<file path="config.mk">
export PLATFORM = sky130hd
export DESIGN_NAME = m_mem_bridge_flat
export DESIGN_NICKNAME = d
export VERILOG_FILES = /design/src/rtl/m_mem_bridge_if.sv /design/src/rtl/m_mem_bridge.sv /design/src/flat_wrapper.sv
export SDC_FILE = /design/constraint.sdc
export NUM_CORES = 1
export LEC_CHECK = 0
export ABC_AREA = 1
export CAP_MARGIN = 40
export CORE_AREA = 4 4 100 102
export CTS_BUF_LIST = sky130_fd_sc_hd__clkbuf_8
export CTS_CLUSTER_SIZE = 40
export DETAILED_ROUTE_END_ITERATION = 10
export DIE_AREA = 0 0 104 106
export PLACE_DENSITY = 0.81
export SLEW_MARGIN = 20
export SYNTH_ARGS = -nofsm -noshare
export SYNTH_HDL_FRONTEND = slang
export SYNTH_SLANG_ARGS = --single-unit
</file>
<file path="constraint.sdc">
create_clock -name clk -period 2.4 [get_ports clk]
set_clock_uncertainty 0.05 [all_clocks]
set_input_delay 0.24 -clock clk [delete_from_list [all_inputs] [get_ports clk]]
set_output_delay 0.24 -clock clk [all_outputs]
set_load 0.02 [all_outputs]
</file>
<file path="src/rtl/m_mem_bridge_if.sv">
// CPU-side request/response and RAM-side strobe/acknowledge signals of the memory bridge.
// The bridge connects through the slave modport; the CPU core and RAM side use master.
interface m_mem_bridge_if #(
  parameter int ADDR_W = 10
);
  logic              cpu_req;
  logic              cpu_we;
  logic [31:0]       cpu_addr;
  logic [31:0]       cpu_wdata;
  logic [31:0]       cpu_rdata;
  logic              cpu_ready;
  logic              bus_err;
  logic              mem_en;
  logic              mem_we;
  logic [ADDR_W-1:0] mem_addr;
  logic [31:0]       mem_wdata;
  logic [31:0]       mem_rdata;
  logic              mem_ack;

  modport slave (
    input  cpu_req, cpu_we, cpu_addr, cpu_wdata, mem_rdata, mem_ack,
    output cpu_rdata, cpu_ready, bus_err, mem_en, mem_we, mem_addr, mem_wdata
  );

  modport master (
    output cpu_req, cpu_we, cpu_addr, cpu_wdata, mem_rdata, mem_ack,
    input  cpu_rdata, cpu_ready, bus_err, mem_en, mem_we, mem_addr, mem_wdata
  );
endinterface

</file>
<file path="src/rtl/m_mem_bridge.sv">
// Single-outstanding bridge from the multi-cycle CPU core to a variable-latency word RAM.
// Optional WAIT timeout with bus_err reporting is built when M_MEM_BRIDGE_TIMEOUT_EN is defined.
module m_mem_bridge #(
  parameter int ADDR_W  = 10,
  parameter int TIMEOUT = 15
) (
  input logic           clk,
  input logic           reset,
  m_mem_bridge_if.slave bus
);

  typedef enum logic [1:0] {
    S_IDLE,
    S_ISSUE,
    S_WAIT,
    S_DONE
  } state_t;

  state_t            state;
  state_t            next_state;

  logic              accept;
  logic              in_range;
  logic              timeout_hit;

  logic              we_q;
  logic [ADDR_W-1:0] addr_q;
  logic [31:0]       wdata_q;
  logic [31:0]       rdata_q;

  logic              mem_en_d;
  logic              mem_we_d;
  logic              ready_d;
  logic              mem_en_q;
  logic              mem_we_q;
  logic              ready_q;

  // Anything above the RAM's byte range completes immediately without a RAM access.
  assign in_range = (bus.cpu_addr >> (ADDR_W + 2)) == 32'd0;
  assign accept   = (state == S_IDLE) && bus.cpu_req;

`ifdef M_MEM_BRIDGE_TIMEOUT_EN
  localparam int             CNT_W = $clog2(TIMEOUT + 1);
  localparam logic [CNT_W-1:0] LAST = CNT_W'(TIMEOUT - 1);

  logic [CNT_W-1:0] wait_cnt;
  logic             err_q;
  logic             err_d;
  logic             bus_err_q;

  // An ack on the final allowed WAIT cycle takes priority over the timeout.
  assign timeout_hit = (state == S_WAIT) && !bus.mem_ack && (wait_cnt == LAST);

  always_ff @(posedge clk or negedge reset) begin
    if (!reset) begin
      wait_cnt <= '0;
      err_q    <= 1'b0;
    end else begin
      if (state == S_ISSUE)     wait_cnt <= '0;
      else if (state == S_WAIT) wait_cnt <= wait_cnt + CNT_W'(1);
      if (accept)               err_q <= 1'b0;
      else if (timeout_hit)     err_q <= 1'b1;
    end
  end

  assign err_d = (state == S_DONE) && err_q;

  always_ff @(posedge clk or negedge reset) begin
    if (!reset) bus_err_q <= 1'b0;
    else        bus_err_q <= err_d;
  end

  assign bus.bus_err = bus_err_q;
`else
  logic unused_timeout;

  assign timeout_hit    = 1'b0;
  assign bus.bus_err    = 1'b0;
  assign unused_timeout = ^TIMEOUT;
`endif

  // State register.
  always_ff @(posedge clk or negedge reset) begin
    // NOTE: sequential state uses <= so every flop samples pre-edge values.
    if (!reset) state <= S_IDLE;
    else        state <= next_state;
  end

  // Next-state logic.
  always_comb begin
    // NOTE: default assignment first keeps this block latch-free.
    next_state = state;
    unique case (state)
      S_IDLE:  if (bus.cpu_req) next_state = in_range ? S_ISSUE : S_DONE;
      S_ISSUE: next_state = S_WAIT;
      S_WAIT:  if (bus.mem_ack || timeout_hit) next_state = S_DONE;
      S_DONE:  next_state = S_IDLE;
    endcase
  end

  // Request capture and read-data return.
  always_ff @(posedge clk or negedge reset) begin
    if (!reset) begin
      we_q    <= 1'b0;
      addr_q  <= '0;
      wdata_q <= '0;
      rdata_q <= '0;
    end else begin
      if (accept) begin
        we_q    <= bus.cpu_we;
        addr_q  <= bus.cpu_addr[ADDR_W+1:2];
        wdata_q <= bus.cpu_wdata;
        if (!in_range && !bus.cpu_we) rdata_q <= '0;
      end
      // Writes leave the last read value visible to the core.
      if (state == S_WAIT && !we_q) begin
        if (bus.mem_ack)      rdata_q <= bus.mem_rdata;
        else if (timeout_hit) rdata_q <= '0;
      end
    end
  end

  // Output decode from the current state.
  always_comb begin
    mem_en_d = 1'b0;
    mem_we_d = 1'b0;
    ready_d  = 1'b0;
    unique case (state)
      S_ISSUE: begin
        mem_en_d = 1'b1;
        mem_we_d = we_q;
      end
      S_DONE:  ready_d = 1'b1;
      default: ;
    endcase
  end

  // Registered outputs; async reset drops strobes immediately.
  always_ff @(posedge clk or negedge reset) begin
    if (!reset) begin
      mem_en_q <= 1'b0;
      mem_we_q <= 1'b0;
      ready_q  <= 1'b0;
    end else begin
      mem_en_q <= mem_en_d;
      mem_we_q <= mem_we_d;
      ready_q  <= ready_d;
    end
  end

  assign bus.mem_en    = mem_en_q;
  assign bus.mem_we    = mem_we_q;
  assign bus.mem_addr  = addr_q;
  assign bus.mem_wdata = wdata_q;
  assign bus.cpu_ready = ready_q;
  assign bus.cpu_rdata = rdata_q;

endmodule

</file>
<file path="src/flat_wrapper.sv">
// flat-port wrapper written by rule: the top's interface ports become plain ports
module m_mem_bridge_flat 
#(
  parameter int ADDR_W  = 10,
  parameter int TIMEOUT = 15
)
  (clk, reset, bus_cpu_req, bus_cpu_we, bus_cpu_addr, bus_cpu_wdata, bus_mem_rdata, bus_mem_ack, bus_cpu_rdata, bus_cpu_ready, bus_bus_err, bus_mem_en, bus_mem_we, bus_mem_addr, bus_mem_wdata);
  m_mem_bridge_if #(.ADDR_W(ADDR_W)) bus_i ();
  input logic clk;
  input logic reset;
  input wire logic [$bits(bus_i.cpu_req)-1:0] bus_cpu_req;
  input wire logic [$bits(bus_i.cpu_we)-1:0] bus_cpu_we;
  input wire logic [$bits(bus_i.cpu_addr)-1:0] bus_cpu_addr;
  input wire logic [$bits(bus_i.cpu_wdata)-1:0] bus_cpu_wdata;
  input wire logic [$bits(bus_i.mem_rdata)-1:0] bus_mem_rdata;
  input wire logic [$bits(bus_i.mem_ack)-1:0] bus_mem_ack;
  output wire logic [$bits(bus_i.cpu_rdata)-1:0] bus_cpu_rdata;
  output wire logic [$bits(bus_i.cpu_ready)-1:0] bus_cpu_ready;
  output wire logic [$bits(bus_i.bus_err)-1:0] bus_bus_err;
  output wire logic [$bits(bus_i.mem_en)-1:0] bus_mem_en;
  output wire logic [$bits(bus_i.mem_we)-1:0] bus_mem_we;
  output wire logic [$bits(bus_i.mem_addr)-1:0] bus_mem_addr;
  output wire logic [$bits(bus_i.mem_wdata)-1:0] bus_mem_wdata;
  assign bus_i.cpu_req = bus_cpu_req;
  assign bus_i.cpu_we = bus_cpu_we;
  assign bus_i.cpu_addr = bus_cpu_addr;
  assign bus_i.cpu_wdata = bus_cpu_wdata;
  assign bus_i.mem_rdata = bus_mem_rdata;
  assign bus_i.mem_ack = bus_mem_ack;
  assign bus_cpu_rdata = bus_i.cpu_rdata;
  assign bus_cpu_ready = bus_i.cpu_ready;
  assign bus_bus_err = bus_i.bus_err;
  assign bus_mem_en = bus_i.mem_en;
  assign bus_mem_we = bus_i.mem_we;
  assign bus_mem_addr = bus_i.mem_addr;
  assign bus_mem_wdata = bus_i.mem_wdata;
  m_mem_bridge #(.ADDR_W(ADDR_W), .TIMEOUT(TIMEOUT)) u_core (.clk(clk), .reset(reset), .bus(bus_i));
endmodule
</file>
==> reports/qor.csv, run 1 <==
metric;value;unit
r2r_setup_slack;570;ps
numCtsBuffers;9;
fin_ws;572;ps
grt_max_degree;65;
p_per_area;1270;nW/µm²
via_per_inst;4.47;
setup.worst_path.start_class;flop;
ir_drop;0.574;mV
cp_slowest_cell;dfrtp_1;
syn_inst;342;
cp_cell_sequence;inv_1, ha_1, nand2_2, buf_12, mux2_2;
r2r-end;u_core.bus.mem_wdata[31];
cts-root-buf;clkbuf_8;
synthXorXnorAreaFrac;0;
grt_setup_unrepaired;no;
status;finished clean;
cts_tree;done;
cap_violations;0;
dpl.cell_count;618;
grt_pass1_vias;2970;
cp.arrival;2000;ps
synth_top_family_by_area;simple AND/OR/NAND/NOR gates;
grt_usage;0.165;
min_period;1830;ps
fin_nets;625;
hold_viol;0;
core_area;9110;µm²
p_leak;2.72;nW
final.setup.tns;0;ps
drive_above_1_share;0.130;
num_antenna_cells;0;
grt_overflow_total;0;
ys_types;21;
syn-num-nets;448;
synth.avg_cell_area;10.5;µm²
setup_violations;0;
slew_violations;0;
dr.pass1.iters;4;
regArea;2000;µm²
synth-simple-area-share;0.178;
synth_top_area_frac;0.555;
seq_area_frac_synth;0.555;
yosysTopAreaCell;dfrtp_1;
clock.fmax;547;MHz
final_antenna_net_count;0;
finalCritPeriodShare;0.762;
cp-end-kind;flop;
syn2layout_area_growth;57.1;%
instances_no_fill;634;
post_cts.repair.setup_buffers;0;
synthTopCellsByArea;dfrtp_1 56%, mux2_4 17%, nand2_1 11%, nor2_1 4.7%, inv_1 3.9%;
cp_top_family;flip-flops;
synth-adder-area-share;0.0173;
synthMuxAreaShare;0.173;
rr_worst_depth;5;
clk_path_buf_depth;2;
r2r-start;u_core.state[1];
wire_per_inst;14.2;µm
worst-path-buf-inv;2;
routed_wl;8970;µm
dp_hpwl;6810;µm
hold_class;primary input to asynchronous set/reset pin;
row_count;35;
synth_seq_cells;80;
ctsHtreeMaxLevel;3;
cp.required;2570;ps
dieArea;11000;µm²
die_y;106;µm
antenna_found_initial;0;
cts_sinks;80;
num_vias;2833;
port-buffer-count;175;
grt_pass1_wl;14700;µm
worst_path_largest_cell_delay;400;ps
clkTransAtPathRegs;90;ps
die_width;104;µm
gp_congestion;0.720;
initial_core_util;0.396;
drc;0;
worstSkewPairLatency;330;ps
synth_area;3610;µm²
multi_input_area;1350;µm²
synth_compound_area_frac;0.00451;
path_max_fanout;31;
pre_cts_slack;557;ps
io_pins;179;
fill_cells;757;
dr.first_iter.drc_count;125;
critPathKind;flop to flop;
yosys_warnings;0;
-- metal layers --
metal	up-vias	GRT usage	share of wire
li1	1382	-	-
met1	1321	0.204	0.43
met2	120	0.279	0.48
met3	10	0.0498	0.081
met4	0	0.0532	0.012
met5	-	0	0
-- worst max-delay path by stage --
stage / startpoint / endpoint / cells after the start
6_report: u_core.state[1] / u_core.bus.mem_wdata[31] / 5
5_1_grt: u_core.state[0] / u_core.bus.mem_addr[9] / 5
4_1_cts: u_core.state[0] / u_core.bus.mem_wdata[31] / 5
3_5_place_dp: u_core.state[0] / u_core.bus.mem_addr[9] / 5
3_3_place_gp: bus_cpu_req / u_core.bus.mem_addr[9] / 4
2_1_floorplan: u_core.state[0] / u_core.bus.mem_addr[0] / 5
-- report_power, final --
part / total (mW) / internal (mW) / switching [mW] / leakage (nW)
Clock: 1.07 / 0.577 / 0.489 / 0.0987
Sequential: 2.35 / 1.99 / 0.360 / 0.991
Combinational: 3.76 / 2.01 / 1.75 / 1.63
Total: 7.18 / 4.58 / 2.60 / 2.72
-- sequential cells by signal, indices dropped and copies added, names as in the netlist --
register	count
u_core.bus.mem_en	1
u_core.we_q	1
u_core.bus.mem_addr	10
u_core.bus.cpu_ready	1
u_core.bus.cpu_rdata	32
u_core.state	2
u_core.bus.mem_wdata	32
u_core.bus.mem_we	1
-- final cells by class --
cell class / count / area share
multi-input combinational: 211 / 0.238
sequential: 80 / 0.353
inverter: 37 / 0.0245
timing repair buffer: 180 / 0.322
tap: 111 / 0.0245
clock inverter: 6 / 0.0152
clock buffer: 9 / 0.0219
-- Yosys cell counts (all sizes together) --
master,instances
nand2,107
dfrtp,80
nor2,49
mux2,42
inv,37
buf,14
ha,5
a21oi,2
and2,1
conb,1
nand3,1
nand4,1
nor3,1
o22ai,1
-- worst reg2reg max path: stages, from the launching register on --
cell	delay, ps
dfrtp_1	400
inv_1	100
ha_1	230
nand2_2	270
buf_12	290
mux2_2	380
-- layout by cell type, fill, tap and decap left out, types with 2 or more instances in the layout --
| master | count |
|---|---|
| clkdlybuf4s50_1 | 174 |
| nand2_1 | 105 |
| dfrtp_1 | 80 |
| nor2_1 | 45 |
| mux2_4 | 40 |
| inv_1 | 38 |
| clkbuf_8 | 9 |
| ha_1 | 5 |
| clkinvlp_4 | 3 |
| buf_12 | 3 |
| nor2_2 | 2 |
| nor2_4 | 2 |
| a21oi_1 | 2 |
| mux2_2 | 2 |
| bufinv_16 | 2 |
| buf_4 | 2 |
-- through the flow --
step	util	total power, mW	area, µm²	hold WS (ps)
finish	0.622	7.18	5670	340
global route	0.622	7.62	5670	363
CTS	0.622	7.27	5670	321
detailed placement	0.598	6.16	5450	166
global placement	0.598	6.04	5450	161
floorplan	-	4.46	3610	-106
-- timing repair --
action / 4_1_cts / 5_1_grt
gates resized for setup: 0 / 0
hold buffers: 1 / 0
endpoints found under the hold margin: 32 / 0
-- cells by family (layout without fill, tap and decap cells) --
logic type      count (synthesis)  count (layout)
mux                            42              42
buf+inv                        51             232
fa+ha+maj                       5               5
other cells                     1               1
compound gates                  3               3
flops                          80              80
simple gates                  160             160
(Power assumes the default switching activity.)
==> inputs of run 2 (changes only) <==
- CORE_AREA: 4 4 100 102 -> 4 4 103 105
- DIE_AREA: 0 0 104 106 -> 0 0 107 109
- PLACE_DENSITY: 0.81 -> 0.8
- clock period: 2.4 -> 1.5 ns (I/O delays scaled with it)
==> run 2 against run 1 <==
Net effect: the run now ends with setup timing left; critical path depth did not move; utilization rose by 3.6 points; maximum frequency rose by 16%; combinational power rose by 72%; die area rose by 5.8%; final area rose by 12%; largest cell class is now buffers; clock power rose by 65%; register-to-register slack got worse by 650 ps; largest power group unchanged; routed wire length rose by 22%; critical path type unchanged; flip-flop and latch count did not move.
==> reports/qor.csv, run 2 (synthesis results as in run 1) <==
metric;value;unit;change
hold_viol;0;;unchanged
dr.pass1.iters;4;;unchanged
final_area;6340;µm²;was 5670 µm²
initial_core_util;0.374;;was 0.396
gp_congestion;0.727;;was 0.720
cp-end-kind;flop;;unchanged
dp_hpwl;7100;µm;was 6810 µm
regArea;2000;µm²;unchanged
row_count;36;;was 35
fin_nets;662;;was 625
slew_violations;0;;unchanged
grt_overflow_total;0;;unchanged
ir_drop;0.724;mV;was 0.574 mV
hold_class;primary input to asynchronous set/reset pin;;unchanged
worstSkewPairLatency;350;ps;was 330 ps
clk_path_buf_depth;2;;unchanged
cp.required;1690;ps;was 2570 ps
numCtsBuffers;9;;unchanged
instances_no_fill;693;;was 634
cap_violations;0;;unchanged
final_common_cell;clkdlybuf4s50_1;;unchanged
top_layer_used;met4;;unchanged
grt_max_degree;36;;was 65
grt_pass1_vias;3120;;was 2970
final_antenna_net_count;0;;unchanged
min_period;1580;ps;was 1830 ps
cp.arrival;1760;ps;was 2000 ps
clkTransAtPathRegs;80;ps;was 90 ps
die_width;107;µm;was 104 µm
routed_wl;11000;µm;was 8970 µm
place_area;5610;µm²;was 5450 µm²
wl_met2;5630;µm;was 4320 µm
setup_violations;55;;was 0
wl_met3;758;µm;was 726 µm
drive_above_1_share;0.270;;was 0.130
via_per_inst;4.45;;was 4.47
hold_ws;196;ps;was 340 ps
finalCritPeriodShare;1.05;;was 0.762
num_antenna_cells;0;;unchanged
violations;setup timing;;
pre_cts_slack;-102;ps;was 557 ps
p_per_area;1880;nW/µm²;was 1270 nW/µm²
grt_usage;0.175;;was 0.165
fill_cells;802;;was 757
grt_pass1_wl;15700;µm;was 14700 µm
dr.first_iter.drc_count;101;;was 125
antenna_found_initial;0;;unchanged
drc;0;;unchanged
io_pins;179;;unchanged
clock.fmax;634;MHz;was 547 MHz
critPathKind;flop to flop;;unchanged
grt_setup_unrepaired;yes;;was no
wire_per_inst;15.8;µm;was 14.2 µm
cts_tree;done;;unchanged
rr_worst_depth;5;;unchanged
dieArea;11700;µm²;was 11000 µm²
syn2layout_area_growth;75.9;%;was 57.1%
multi_input_area;1580;µm²;was 1350 µm²
ctsHtreeMaxLevel;3;;unchanged
final_cell_mix;97 x clkdlybuf4s50_1, 85 x nand2_1, 80 x dfrtp_1;;was 174 x clkdlybuf4s50_1, 105 x nand2_1, 80 x dfrtp_1
p_leak;3.26;nW;was 2.72 nW
port-buffer-count;175;;unchanged
fin_ws;-78.3;ps;was 572 ps
cts-root-buf;clkbuf_8;;unchanged
path_max_fanout;13;;was 31
num_vias;3083;;was 2833
status;finished with violations;;was finished clean
cts_sinks;80;;unchanged
dpl.cell_count;656;;was 618
core_area;9640;µm²;was 9110 µm²
final.setup.tns;-2050;ps;was 0 ps
drt-met1-wl;4420;µm;was 3820 µm
die_y;109;µm;was 106 µm
setup.worst_path.start_class;flop;;unchanged
==> run 2: cell types whose count changed in the layout (fill, tap and decap cells not counted), moves of 15 or more <==
cell,previous run,this run
nor2_1,45,24
nand2_2,1,16
clkdlybuf4s50_1,174,97
dlygate4sd2_1,0,76
nand2_1,105,85
buf_4,2,19
nor2_2,2,17
==> run 2: repair_timing <==
action | in CTS | in global routing
gates resized for setup | 86 | 60
hold buffers | 1 | 0
buffers inserted | 3 | 7
pin swaps | 2 | 30
setup endpoints to repair | 146 | 68
cloned | 3 | 8
hold endpoints to repair | 60 | 0
==> run 2: area by class of cell <==
cell class                      count  area share
Clock buffer                       11      0.0239
Inverter                           37      0.0219
Tap cell                          133      0.0262
Sequential cell                    80       0.316
Timing Repair Buffer              215       0.353
Multi-Input combinational cell    213       0.249
Clock inverter                      4      0.0108
==> run 2: report_power, final <==
| group | internal, mW | switching (mW) | leakage, nW |
|---|---|---|---|
| Combinational | 3.23 | 3.22 | 2.15 |
| Clock | 1.01 | 0.759 | 0.117 |
| Sequential | 3.19 | 0.521 | 0.991 |
| Total | 7.43 | 4.50 | 3.26 |
==> run 2: path summary, 6_finish.rpt <==
kind | start | endpoint | slack [ps]
min in group clk | bus_mem_rdata[24] | u_core.bus.cpu_rdata[24] | 280
setup reg to reg | u_core.state[0] | u_core.bus.mem_wdata[19] | -80
setup / recovery | u_core.state[0] | u_core.bus.mem_wdata[19] | -80
max in group asynchronous | reset | u_core.bus.cpu_rdata[2] | 610
hold / removal | reset | u_core.bus.mem_wdata[30] | 200
hold reg to reg | u_core.bus.mem_wdata[7] | u_core.bus.mem_wdata[7] | 460
==> run 2: worst max-delay path: stages (launching register included) <==
cell	delay (ps)
dfrtp_1	390
inv_2	80
ha_2	210
nand2_4	110
bufbuf_16	320
mux2_4	300
==> run 2: metal layers <==
layer  global-route usage  up-vias
met3               0.0592       17
met4               0.0548        0
met2                0.308      115
li1                     -     1479
met5                    0        -
met1                0.202     1472
==> run 2: per-stage QoR <==
stage	util	power (mW)
finish	0.658	11.9
global route	0.658	12.7
CTS	0.613	11.4
detailed placement	0.582	10.1
global placement	0.582	9.87
floorplan	-	7.13
==> inputs of run 3 (changes only) <==
- CAP_MARGIN: 40 -> default
==> results of run 3 <==
Final layout, timing and power as in run 2 (identical DEF).
